### src/rtl/wide_add_sequencer.sv
// wide_add_sequencer: drives an external 16-bit adder one chunk per cycle
// (LSB chunk first), chaining the carry, to add two WIDTH-bit operands.
// Request and result both use valid/ready handshakes.
// Optional macro WIDE_ADD_SUB_EN adds an in_sub port for A - B.
`timescale 1ns/1ps
module wide_add_sequencer #(
  parameter int WIDTH = 64
) (
  input  logic             clk,
  input  logic             rst_n,
  input  logic             in_valid,
  output logic             in_ready,
  input  logic [WIDTH-1:0] in_a,
  input  logic [WIDTH-1:0] in_b,
  input  logic             in_cin,
`ifdef WIDE_ADD_SUB_EN
  input  logic             in_sub,
`endif
  output logic [15:0]      add_a,
  output logic [15:0]      add_b,
  output logic             add_cin,
  input  logic [15:0]      add_sum,
  input  logic             add_cout,
  output logic             out_valid,
  input  logic             out_ready,
  output logic [WIDTH-1:0] out_sum,
  output logic             out_cout,
  output logic             out_zero
);

  localparam int NCHUNK = WIDTH / 16;
  localparam int IW     = (NCHUNK > 1) ? $clog2(NCHUNK) : 1;

  // Reject widths the chunking scheme cannot handle.
  generate
    if ((WIDTH % 16) != 0 || WIDTH < 32) begin : g_width_chk
      $error("wide_add_sequencer: WIDTH must be a multiple of 16 and >= 32");
    end
  endgenerate

  typedef enum logic [1:0] {IDLE, RUN, DONE} state_t;

  state_t           state_q, state_d;
  logic [IW-1:0]    idx_q, idx_d;
  logic [WIDTH-1:0] a_q, a_d, b_q, b_d, sum_q, sum_d;
  logic             cin_q, cin_d, carry_q, carry_d;
  logic [IW+3:0]    off;

  // Bit offset of the current chunk.
  assign off = {idx_q, 4'b0000};

  // Adder operands: only the active chunk during RUN, zero otherwise.
  always_comb begin
    add_a   = '0;
    add_b   = '0;
    add_cin = 1'b0;
    if (state_q == RUN) begin
      add_a   = a_q[off +: 16];
      add_b   = b_q[off +: 16];
      add_cin = (idx_q == '0) ? cin_q : carry_q;
    end
  end

  // Next-state: accept in IDLE, capture one chunk per RUN cycle, retire in DONE.
  always_comb begin
    state_d = state_q;
    idx_d   = idx_q;
    a_d     = a_q;
    b_d     = b_q;
    cin_d   = cin_q;
    carry_d = carry_q;
    sum_d   = sum_q;
    case (state_q)
      IDLE: begin
        if (in_valid) begin
          a_d     = in_a;
`ifdef WIDE_ADD_SUB_EN
          // Subtract as A + ~B + 1; in_cin is ignored when subtracting.
          b_d     = in_sub ? ~in_b : in_b;
          cin_d   = in_sub | in_cin;
`else
          b_d     = in_b;
          cin_d   = in_cin;
`endif
          idx_d   = '0;
          state_d = RUN;
        end
      end
      RUN: begin
        sum_d[off +: 16] = add_sum;
        carry_d          = add_cout;
        if (idx_q == IW'(NCHUNK - 1)) state_d = DONE;
        else                          idx_d   = idx_q + 1'b1;
      end
      DONE: begin
        if (out_ready) begin
          state_d = IDLE;
          idx_d   = '0;
        end
      end
      default: state_d = IDLE;
    endcase
  end

  // State and datapath registers; reset discards any in-flight result.
  always_ff @(posedge clk or negedge rst_n) begin
    if (!rst_n) begin
      state_q <= IDLE;
      idx_q   <= '0;
      a_q     <= '0;
      b_q     <= '0;
      cin_q   <= 1'b0;
      carry_q <= 1'b0;
      sum_q   <= '0;
    end else begin
      state_q <= state_d;
      idx_q   <= idx_d;
      a_q     <= a_d;
      b_q     <= b_d;
      cin_q   <= cin_d;
      carry_q <= carry_d;
      sum_q   <= sum_d;
    end
  end

  assign in_ready  = (state_q == IDLE);
  assign out_valid = (state_q == DONE);
  assign out_sum   = sum_q;
  assign out_cout  = carry_q;
  assign out_zero  = ~|sum_q;

endmodule

### config.mk
export PLATFORM = sky130hd
export DESIGN_NAME = wide_add_sequencer
export DESIGN_NICKNAME = d
export VERILOG_FILES = /design/src/rtl/wide_add_sequencer.sv
export SDC_FILE = /design/constraint.sdc
export NUM_CORES = 1
export LEC_CHECK = 0
export ABC_AREA = 1
export ABC_CLOCK_PERIOD_IN_PS = 3000
export CAP_MARGIN = 20
export CORE_UTILIZATION = 49
export DETAILED_ROUTE_END_ITERATION = 7
export MAX_ROUTING_LAYER = met4
export PLACE_DENSITY = 0.81
export SKIP_CTS_REPAIR_TIMING = 1
export SYNTH_ARGS = -nofsm -noshare
export SYNTH_HDL_FRONTEND = slang
export SYNTH_SLANG_ARGS = --single-unit
export TNS_END_PERCENT = 50
### constraint.sdc
create_clock -name clk -period 3 [get_ports clk]
set_input_delay 0.6 -clock clk [delete_from_list [all_inputs] [get_ports clk]]
set_output_delay 0.6 -clock clk [all_outputs]
set_load 0.005 [all_outputs]
==> impl_metrics.toml <==
[floorplan]
die_area_um2 = 19800
rows = 50
die_w_um = 141
start_util_pct = 50.3
core_um2 = 18800
die_h_um = 141
io_pins = 251

[logic_synthesis]
syn_nets = 1042
synth_seq_cells = 198
syn_avg_cell_area_um2 = 10.6
postSynthCellCount = 887
synth_cell_types = 26
yosysTopAreaCell = "dfrtp_1"
synth_area_um2 = 9430
synthTopCellsByArea = "dfrtp_1 53%, mux2_4 16%, o21ai_0 6.7%, nor2_1 6.4%, mux2_2 3.6%"
yosys_warnings = 0
synth_top_area_share_pct = 52.5
synth-seq-area-share_pct = 52.5

[routing]
viasPerCell = 5.38
drtPass1Iterations = 5
vias = 7366
routed_wl_um = 25000
final_antenna_net_count = 0
drc = 0
drtIter0Drc = 632
wl_per_cell_um = 18.3

[pwr]
cellLeakagePower_nw = 5.76
peakVddDrop_mv = 0.603
pwr_density_cell_nw_per_um2 = 1050

[worst_hold_path]
hold_class = "in -> async"

[placement]
place_inst = 1336
port-buffer-count = 250
place_congestion = 0.916
hpwl_um = 17700

[sta]
rsz0062_at_grt = "false"
max_freq_mhz = 350
skew_ps = 9.42
finalHoldViolCount = 0
fin_crit_sh_pct = 95.2
setup_violations = 0
relSlewSlack_pct = 52.7
finalSetupTns_ps = 0
period_needed_ps = 2850
slew_viol_final = 0
worst_pin_slew_ps = 709

[clock_tree]
cts_buffers = 17
cts_tree = "yes"
cts-root-buf = "clkbuf_16"
cts_num_sinks = 198
path_clk_slew_ps = 70
htreeDepth = 4
clock_latency_ps = 430
cts_buffer_depth = 2

[worst_setup_path]
crit_path_end_kind = "primary output"
r2r-start = "state_q[1]"
crit_arrival_ps = 2250
worst-path-max-fanout = 26
critical_path_class = "reg -> out"
startpoint_type = "flip-flop"
worstPathRequired_ps = 2400
r2r_end = "out_sum[11]"
rr_worst_depth = 7
r2r_setup_slack_ps = 710

[grt]
grt_pass1_vias = 7459
grt_max_degree = 89
overflow = 0
grt_pass1_wl_um = 40200
track_usage_pct = 27.0
antenna_found_initial = 0

[finish]
n_antenna_cell = 0
area_growth_pct = 34.6
stdcell_count = 1368
nets = 1276
fin_util_pct = 67.7
drive_above_1_share_pct = 17.1

[status]
status = "finished clean"

[flow_run]
cap_violations = 0
registers in the layout, summed over array words and instances, names as in the netlist:
signal	cells
a_q	64
b_q	64
out_sum	64
idx_q	2
state_q	2
cin_q	1
out_cout	1
critical path, cell delays in order, from the launching register on:
cell and delay (ps):
dfrtp_2 440, clkinv_2 220, buf_4 300, o21ai_0 140
a21oi_1 180, clkdlybuf4s50_1 540
placed cells by master, fill, tap and decap left out, drive strengths merged, types with 21 or more instances in the layout:
master | Yosys | routed
nand3 | 33 | 33
clkbuf | 20 | 21
mux2 | 129 | 129
dfrtp | 198 | 198
clkdlybuf4s50 | 0 | 249
a21oi | 33 | 33
o21ai | 132 | 132
nor2 | 164 | 164
inv | 47 | 52
nand2 | 70 | 70
logic make-up (layout without fill, tap and decap cells):
family	after synthesis	in the layout	synth area share (%)
compound gates	182	182	9.89
fa+ha+maj	5	5	0.663
buf+inv	100	347	5.23
flops	198	198	52.5
mux	129	129	19.3
simple gates	273	273	12.4
layer usage:
layer / up-vias / share of wire [%] / track usage (%)
li1: 3445 / - / -
met1: 3555 / 44 / 35.5
met2: 320 / 47 / 40.9
met3: 46 / 5.9 / 5.33
met4: 0 / 3.0 / 11.3
met5: - / 0 / -
report_power, final:
part	switching (mW)	total (mW)	internal, mW
logic	2.94	6.46	3.52
registers	0.789	4.68	3.89
clock network	1.08	2.24	1.16
total	4.81	13.4	8.57
area by class of cell:
class / instances / area [um2]
multi-input combinational: 589 / 3990
fill: 1388 / 6070
sequential: 198 / 4960
tap: 234 / 293
inverter: 47 / 178
clock buffer: 20 / 467
clock inverter: 12 / 108
timing repair buffer: 268 / 2710
synth_stat cells:
library cell  count
dfrtp_1         198
nor2_1          160
o21ai_0         127
mux2_4           99
nand2_1          68
inv_1            44
a21oi_1          33
nand3_1          32
mux2_2           30
clkbuf_1         20
buf_2            16
o22ai_1          16
buf_6            13
ha_1              5
o21ai_1           5
buf_1             4
nand4_1           4
inv_2             3
nor2_2            2
nor2_8            2
nand2_2           1
nand2_4           1
nand3_4           1
nand4_4           1
nor3_4            1
o211ai_1          1
through the flow:
step                power (mW)  instance area [um2]  setup WS, ps  hold slack, ps
CTS                       13.4                12700          47.6             249
global placement          11.0                12100           563             483
global route              14.2                12700          8.64             280
detailed placement        11.1                12100           528             488
floorplan                 8.51                 9430           597             304
finish                    13.4                12700           145             231
worst max path at each step:
| stage | startpoint | to | slack (ps) | depth (start not counted) |
|---|---|---|---|---|
| floorplan | idx_q[0] | add_cin | 600 | 9 |
| global placement | idx_q[0] | add_b[15] | 560 | 5 |
| detailed placement | idx_q[0] | add_a[1] | 530 | 5 |
| CTS | idx_q[0] | add_a[1] | 50 | 5 |
| global route | idx_q[0] | add_a[1] | 9 | 5 |
| finish | idx_q[0] | add_a[1] | 150 | 5 |
No activity file was read; power rests on OpenSTA's default activity.
